$ cat config.mk
export PLATFORM = sky130hd
export DESIGN_NAME = down_counter_timer
export DESIGN_NICKNAME = d
export VERILOG_FILES = /design/src/rtl/down_counter_timer.sv
export SDC_FILE = /design/constraint.sdc
export NUM_CORES = 1
export LEC_CHECK = 0
export CAP_MARGIN = 20
export CORE_MARGIN = 1.5
export CORE_UTILIZATION = 54
export CTS_CLUSTER_SIZE = 25
export DETAILED_ROUTE_END_ITERATION = 12
export PLACE_DENSITY_LB_ADDON = 0.12
export SYNTH_ARGS = -nofsm -noshare
export SYNTH_HDL_FRONTEND = slang
export SYNTH_SLANG_ARGS = --single-unit
$ cat constraint.sdc
create_clock -name clk -period 4.8 [get_ports clk]
set_input_delay 0.72 -clock clk [delete_from_list [all_inputs] [get_ports clk]]
set_output_delay 0.72 -clock clk [all_outputs]
set_load 0.02 [all_outputs]
$ cat src/rtl/down_counter_timer.sv
// Loadable down-counter/timer with underflow pulse,
// periodic auto-reload or one-shot halt in DONE.
module down_counter_timer #(
  parameter int WIDTH = 8
) (
  input  logic             clk,
  input  logic             rst,
  input  logic             load,
  input  logic [WIDTH-1:0] load_val,
  input  logic             en,
  input  logic             auto_reload,
  output logic [WIDTH-1:0] count,
  output logic             underflow,
  output logic             busy,
  output logic             done
);

  typedef enum logic [1:0] {
    IDLE = 2'd0,
    RUN  = 2'd1,
    DONE = 2'd2
  } state_t;

  state_t           state_q, state_d;
  logic [WIDTH-1:0] count_q, count_d;
  logic [WIDTH-1:0] reload_q, reload_d;
  logic             uf_q, uf_d;
  logic             busy_q, done_q;

  // Next-state: load wins, else per-state count/reload/halt
  always_comb begin
    state_d  = state_q;
    count_d  = count_q;
    reload_d = reload_q;
    uf_d     = 1'b0;
    if (load) begin
      count_d  = load_val;
      reload_d = load_val;
      state_d  = (load_val != '0) ? RUN : DONE;
    end else begin
      unique case (state_q)
        IDLE: count_d = '0;
        RUN: begin
          if (en) begin
            if (count_q > WIDTH'(1)) begin
              count_d = count_q - WIDTH'(1);
            end else if (count_q == WIDTH'(1)) begin
              count_d = '0;
              uf_d    = 1'b1;
            end else if (auto_reload) begin
              count_d = reload_q;
            end else begin
              state_d = DONE;
            end
          end
        end
        DONE: count_d = '0;
        default: begin
          state_d = IDLE;
          count_d = '0;
        end
      endcase
    end
  end

  // State and registered outputs, synchronous reset
  always_ff @(posedge clk) begin
    if (rst) begin
      state_q  <= IDLE;
      count_q  <= '0;
      reload_q <= '0;
      uf_q     <= 1'b0;
      busy_q   <= 1'b0;
      done_q   <= 1'b0;
    end else begin
      state_q  <= state_d;
      count_q  <= count_d;
      reload_q <= reload_d;
      uf_q     <= uf_d;
      busy_q   <= (state_d == RUN);
      done_q   <= (state_d == DONE);
    end
  end

  assign count     = count_q;
  assign underflow = uf_q;
  assign busy      = busy_q;
  assign done      = done_q;

endmodule

# [Word level (Yosys, flattened, before mapping)]
# Index checks and enable logic that the tools add are counted.
[op_classes] n_addsub=1 n_mul=0 div_mod_pow=0 order_cmp=1 n_eq_ne=7 n_shift=0 n_mux=14 bitwise=2 reduce_logical=5
[ops] operator="$mux W8" count=6
[ops] operator="$mux W2" count=6
[ops] operator="$eq A8 B1 Y1 const B" count=1
[ops] operator="$gt A8 B1 Y1 const B" count=1
[ops] operator="$reduce_bool A8 Y1" count=1
[ops] operator="$sub A8 B1 Y8 const B" count=1
[ops] operator="$ne A5 B5 Y1 const B" count=1
[ops] operator="$reduce_or A5 Y1" count=1
[ops] operator="$eq A2 B1 Y1 const B" count=2
[ops] operator="$eq A2 B2 Y1 const B" count=2
[ops] operator="$pmux W2 S2" count=1
[ops] operator="$ne A3 B3 Y1 const B" count=1
[ops] operator="$logic_not A2 Y1" count=1
[ops] operator="$not A1 Y1" count=2
[ops] operator="$reduce_and A2 Y1" count=1
[ops] operator="$reduce_or A2 Y1" count=1
[ops] operator="$mux W1" count=1
[totals] ff_bits=21 latchBits=0 ram_bits=0 rom_bits=0 inputBits=13 out_inout_bits=11 word_cells=36 memories=0

# [Longest topological paths before layout]
# Gate-level depths: netlist of run 1.
[logic_depth] ltp_word=7 ltp_mapped=9 ltp_nobuf=7

# [Worst setup path before layout of run 1]
# Ideal clock, no wire load.
[synth_timing] kind="flip-flop to flip-flop" from="reg count_q[1] (netlist: count[1])" to="reg count_q[3] (netlist: count[3])" setup_time_ns=0.117 t_arrival_ns=1.857 required_time_ns=4.683 slack_ns=2.825 stages_incl_launch_ff=10 n_path_buf=2 period_less_slack_ns=1.975 cell_sequence="dfxtp_1 > inv_1 > ha_1 > buf_2 > nor2_1 > nand4_2 > a21oi_2 > buf_6 > nor2_1 > a32o_1"
[synth_via] elab_chain_len=6 word_cells_on_any_way=10 classes_between="add/sub: 1; order compare: 1; eq/ne: 2; mux: 5; reduce/logical: 1"
[synth_lines] item="start, declared" line="25" source="logic [WIDTH-1:0] count_q, count_d;"
[synth_lines] item="start signal, assigned" line="77" source="count_q <= count_d;"
[synth_lines] item="branches (longest 6 deep; another with $sub A8 B1 Y8)"
# Parallel ways; which one is timed is not known. The select of a mux whose other input is x is not followed.
# A chain may end at the register's enable or synchronous reset.

# [Worst setup path in the final report of run 1]
[layout_timing] from="in load" to="reg count_q[0] (netlist: count[0])"
[layout_via] elab_chain_len=2 word_cells_on_any_way=4 classes_between="eq/ne: 2; mux: 1; reduce/logical: 1"
[layout_lines] item="start, declared" line="8" source="input logic load,"
[layout_lines] item="$ne A5 B5 Y1 (no source line) or $ne A3 B3 Y1 (tied branches)"
[layout_lines] item="$reduce_and A2 Y1 (no source line)"
# Several ways; a longest one is shown, not always the timed one.

==> results.toml, run 1 <==
[timing]
maxSlewHeadroom_pct = 44.0
rsz0062_at_grt = "false"
post-route-period-util_pct = 60.6
fmax_mhz = 344
skew_ns = 0.00977
hold_ws_ns = 0.490
fin_tns_setup_ns = 0
hold_violations = 0
tightest_slew_ns = 0.837
fin_crit_ns = 2.91
finalMaxSlewViolations = 0
setup_viol_count_final = 0

[cells_and_area]
drive_gt1_share_pct = 12.9
synthToLayoutAreaGrowth_pct = 20.4
nets = 171
diodes = 0

[placement]
io_buffers = 23
place_hpwl_um = 2070
gp_congestion = 0.860

[setup_path]
cp_cell_sequence = "clkdlybuf4s50_1 > or3b_1 > a21oi_2 > a211oi_1 > a211oi_2"
worstSetupStartpointType = "input port"
critPathLaunch = "load"
worstSetupEndpoint = "count[0]"
critPathKind = "input port to flip-flop"
rrSetupSlack_ns = 2.49
end_kind = "flip-flop"
reg2reg_to = "count[0]"
ff2ff_path_depth = 7
slowest_delay_ns = 0.75
reg2reg_from = "count[1]"
cp_slowest_cell = "clkdlybuf4s50_1"
arrival_ns = 3.14
worst-path-buf-inv = 1
path_delay_family = "compound AO/OA/AOI/OAI gates"
required_ns = 5.03
critical_path_depth = 5
cp_max_fo = 20

[global_routing]
grt_usage_pct = 24.3
grt_max_degree = 21
grt_pass1_wl_um = 4750
grt-ovfl-total = 0
antenna_found_initial = 0
grt_pass1_vias = 1054

[synthesis]
ys_seq_area_share_pct = 34.7
ys_seq_elements = 21
netlist_instances = 136
yosys_warnings = 0
synth_common_cells = "21 x dfxtp_1, 12 x nor2_1, 11 x a21oi_1"
synth_top_area_share_pct = 34.7
synth_edf_count = 0
yosys.area.top_type = "dfxtp_1"
synthArstFlopShare_pct = 0
synth_area_mm2 = 0.00121
synth.avg_cell_area_um2 = 8.91
ys_types = 48
syn-num-nets = 151
synthMostInstantiatedCell = "dfxtp_1"
synthTopCellsByArea = "dfxtp_1 35%, a21oi_1 4.5%, a211oi_2 4.1%, nor2_1 3.7%, nand2b_1 3.6%"
synth_ff_type = "dfxtp_1"

[clock_network]
ctsResizeCount = 0
cts_buffer_depth = 2
clk_latency_ns = 0.31
cts.sinks = 21
cts-hold-fix-buffers = 0
htreeDepth = 1
post_cts_buffers = 0
cts_tree = "yes"
cts_buffers = 3
clk_pin_slew_ns = 0.13
root_buffer = "clkbuf_4"

[routing]
first_pass_iters = 6
drt_iter0_markers = 31
remaining_drc_errors = 0
detail-route-antenna-nets = 0
num_vias = 1104
viasPerCell = 6.07
wire_per_inst_um = 15.4
finalWirelength_um = 2810

[die]
die_w_um = 50.4
io_pins = 24
start_util_pct = 59.3
dieArea_mm2 = 0.00254
die_y_um = 50.4
coreArea_mm2 = 0.00204
core.rowCount = 16

[power]
swShare_pct = 33.6
peakVddDrop_mv = 0.221
p_leak_nw = 0.503
p_sw_mw = 0.138
p_clk_share_pct = 21.4
pwr-share-seq_pct = 48.3
combPwrFrac_pct = 30.2
p_int_mw = 0.273
powerDensity_mw_per_mm2 = 282

[worst_hold_path]
min_path_type = "flip-flop to flip-flop"
min-delay-start = "reload_q[5]"

[status]
status = "finished clean"

[flow_run]
maxCapViolations = 0
state kept, by name (all words and copies together) (netlist names):
register   flops
done           1
reload_q       8
state_q        2
underflow      1
busy           1
count          8
metal layers:
metal  track usage, %  up-vias  wire [um]
met5                0        -          0
met4             5.41        0          2
met3             6.25        2        224
met2             39.7       51       1310
met1             32.2      501       1270
li1                 -      550          -
through the flow:
step	setup WS (ns)	cell area [um^2]	utilization, %	std cells	power (mW)
floorplan	2.83	1210	-	136	0.286
CTS	1.90	1460	71.4	182	0.412
finish	1.89	1460	71.4	182	0.411
global placement	1.68	1430	70.1	178	0.322
detailed placement	1.58	1430	70.1	178	0.325
global route	1.74	1460	71.4	182	0.432
power by group through the flow:
stage / Clock, mW / Combinational, mW / Sequential, mW
3_3_place_gp: 0 / 0.120 / 0.202
2_1_floorplan: 0 / 0.0782 / 0.207
5_1_grt: 0.0975 / 0.134 / 0.200
4_1_cts: 0.0900 / 0.124 / 0.198
6_report: 0.0881 / 0.124 / 0.199
3_5_place_dp: 0 / 0.123 / 0.202
cell families after synthesis:
family	count (synthesis)	synth area share, %
multiplexers	3	2.48
AND/OR/NAND/NOR	53	28.0
flip-flops	21	34.7
AO/OA/AOI/OAI	44	27.6
adder cells (fa/ha/maj)	2	2.07
buffers and inverters	13	5.17
worst min-delay path by stage:
stage / slack [ns] / endpoint / cells past startpoint
after detailed placement: 0.47 / reload_q[7] / 2
after global routing: 0.51 / reload_q[7] / 2
final: 0.49 / reload_q[5] / 2
after global placement: 0.47 / reload_q[0] / 2
after floorplan: 0.45 / reload_q[5] / 2
after CTS: 0.49 / reload_q[7] / 2
cells in the final DEF, fill, tap and decap left out, drive strengths merged, types with 2 or more instances in the layout:
| cell type | instances |
|---|---|
| dfxtp | 21 |
| nor3 | 7 |
| nand2b | 7 |
| o211ai | 2 |
| nand3 | 2 |
| nor2 | 13 |
| nor4b | 4 |
| nor4 | 2 |
| nand4 | 2 |
| clkbuf | 4 |
| o21ai | 6 |
| inv | 5 |
| ha | 2 |
| nor2b | 2 |
| a211oi | 8 |
| o21a | 2 |
| mux2i | 3 |
| nand2 | 8 |
| clkdlybuf4s50 | 23 |
| a21oi | 13 |
| a221oi | 2 |
| o31ai | 3 |
| or4 | 2 |
| a21o | 2 |
worst register-to-register path: stages, from the launching register on:
cell	delay, ns
dfxtp_1	0.42
inv_1	0.11
ha_1	0.35
nor2_1	0.28
nand4_2	0.16
a21oi_2	0.56
a211oi_1	0.13
a211oi_2	0.23
layout make-up:
type | count | area [um^2]
fillers | 169 | 584
inverters | 5 | 18.8
multi-input cells | 102 | 728
clock buffers | 4 | 26.3
flip-flops and latches | 21 | 420
repair buffers | 23 | 230
well taps | 27 | 33.8
Note: power is estimated with default switching activity, not from simulation.
==> run 2: changes to the inputs <==
Settings changed: CORE_ASPECT_RATIO set to 0.5, CORE_UTILIZATION 54 to 45.
Clock period 4.8 ns to 2.4 ns, I/O delays scaled along.
==> run 2 against run 1 <==
Effect of this change:
- combinational power is 100% higher
- global-route usage is 3.0 points lower
- clock skew is 0.0049 ns lower
- worst hold slack worse by 0.012 ns
- via count is 0.27% lower
- first-iteration DRC count grew to 5.0 times the previous value
- critical path type is now flip-flop to flip-flop
- total power is 120% higher
- highest routed layer unchanged
- sequential power is 99% higher
- largest power group unchanged
- non-clock buffer count is 5 higher
- final cell count is 8.2% higher
- critical path depth is 2 higher
==> results.toml, run 2 (synthesized netlist as in run 1, its figures left out) <==
[cells_and_area]
diodes = 0
nets = 176
drive_gt1_share_pct = 16.3
regArea_um2 = 420
mostFrequentLayoutCells = "23 x clkdlybuf4s50_1, 21 x dfxtp_1, 12 x nor2_1"
final_common_cell = "clkdlybuf4s50_1"
fin_util_pct = 59.4
fillers = 261
multi_input_area_um2 = 728
synthToLayoutAreaGrowth_pct = 26.1

[placement]
io_buffers = 23
dpl_worst_slack_ns = 0.172
place_hpwl_um = 2160
gp_congestion = 0.836

[clock_network]
cts_tree = "yes"
htreeDepth = 1
cts_buffers = 3
cts_buffer_depth = 2
cts-hold-fix-buffers = 0
clk_pin_slew_ns = 0.08
clk_latency_ns = 0.27
ctsResizeCount = 0
cts.sinks = 21
root_buffer = "clkbuf_8"
post_cts_buffers = 0

[setup_path]
cp_max_fo = 13
worstSetupStartpointType = "flip-flop"
required_ns = 2.59
critPathKind = "flip-flop to flip-flop"
end_kind = "flip-flop"
reg2reg_from = "count[0]"
critPathLaunch = "count[0]"
arrival_ns = 2.24
ff2ff_path_depth = 7

[die]
coreArea_mm2 = 0.00257
start_util_pct = 47.1
die_w_um = 76.4
die_y_um = 39.7
core.rowCount = 13
dieArea_mm2 = 0.00303
io_pins = 24

[timing]
setup_viol_count_final = 0
hold_ws_ns = 0.479
fin_tns_setup_ns = 0
rsz0062_at_grt = "false"
finalWorstSetupSlack_ns = 0.346
finalMaxSlewViolations = 0
skew_ns = 0.00487
tightest_slew_ns = 0.508
maxSlewHeadroom_pct = 65.8
fin_crit_ns = 2.05
post-route-period-util_pct = 85.6
hold_violations = 0
fmax_mhz = 487

[global_routing]
grt_max_degree = 20
antenna_found_initial = 0
grt-ovfl-total = 0
grt_usage_pct = 21.2
grt_pass1_wl_um = 4800
grt_pass1_vias = 1017

[flow_run]
maxCapViolations = 0

[routing]
finalWirelength_um = 2950
first_pass_iters = 4
viasPerCell = 5.59
wire_per_inst_um = 15.0
detail-route-antenna-nets = 0
drt_iter0_markers = 155
num_vias = 1101
remaining_drc_errors = 0

[worst_hold_path]
min_delay_path_depth = 2
min-delay-start = "reload_q[7]"
min_path_type = "flip-flop to flip-flop"

[power]
powerDensity_mw_per_mm2 = 582
p_total_mw = 0.889
peakVddDrop_mv = 0.264
p_leak_nw = 0.539

[status]
status = "finished clean"
## run 2: stage by stage
step / instance area [um^2] / std cells
finish: 1530 / 197
global route: 1530 / 197
CTS: 1530 / 197
detailed placement: 1480 / 193
global placement: 1480 / 193
floorplan: 1210 / 136
## run 2: power by group
group	switching (mW)	total, mW	leakage (nW)	internal [mW]
Sequential	0.0268	0.397	0.173	0.370
Combinational	0.139	0.254	0.341	0.115
Clock	0.122	0.238	0.0255	0.116
Total	0.288	0.889	0.539	0.601
## run 2: worst paths after layout
check                              endpoint  slack [ns]
worst min-delay path            reload_q[7]        0.48
worst max register to register     count[5]        0.35
worst min register to register  reload_q[7]        0.48
worst max-delay path               count[5]        0.35
## run 2: area by class of cell
type | instances | share of cell area (%)
Sequential cell | 21 | 27.5
Timing Repair Buffer | 28 | 17.5
Inverter | 5 | 1.23
Multi-Input combinational cell | 102 | 47.7
Tap cell | 37 | 3.03
Clock inverter | 1 | 0.328
Clock buffer | 3 | 2.70
## run 2: routing by layer
metal | part of all wire (%) | track usage [%] | vias up
met5 | 0 | 0 | -
met1 | 53 | 28.8 | 514
met2 | 41 | 33.9 | 27
met3 | 5.1 | 6.51 | 3
li1 | - | - | 557
met4 | 0.47 | 3.24 | 0
## run 2: worst max-delay path, stage by stage (launching register included)
cell	delay [ns]
dfxtp_1	0.46
inv_1	0.10
ha_1	0.38
or2_2	0.34
a31o_2	0.29
nor2_1	0.15
a21oi_1	0.09
o31ai_2	0.17
==> run 3: changes to the inputs <==
Settings changed: CTS_CLUSTER_DIAMETER set to 150.
==> results of run 3 <==
The final DEF is identical to that of run 2; final timing and power are the same.
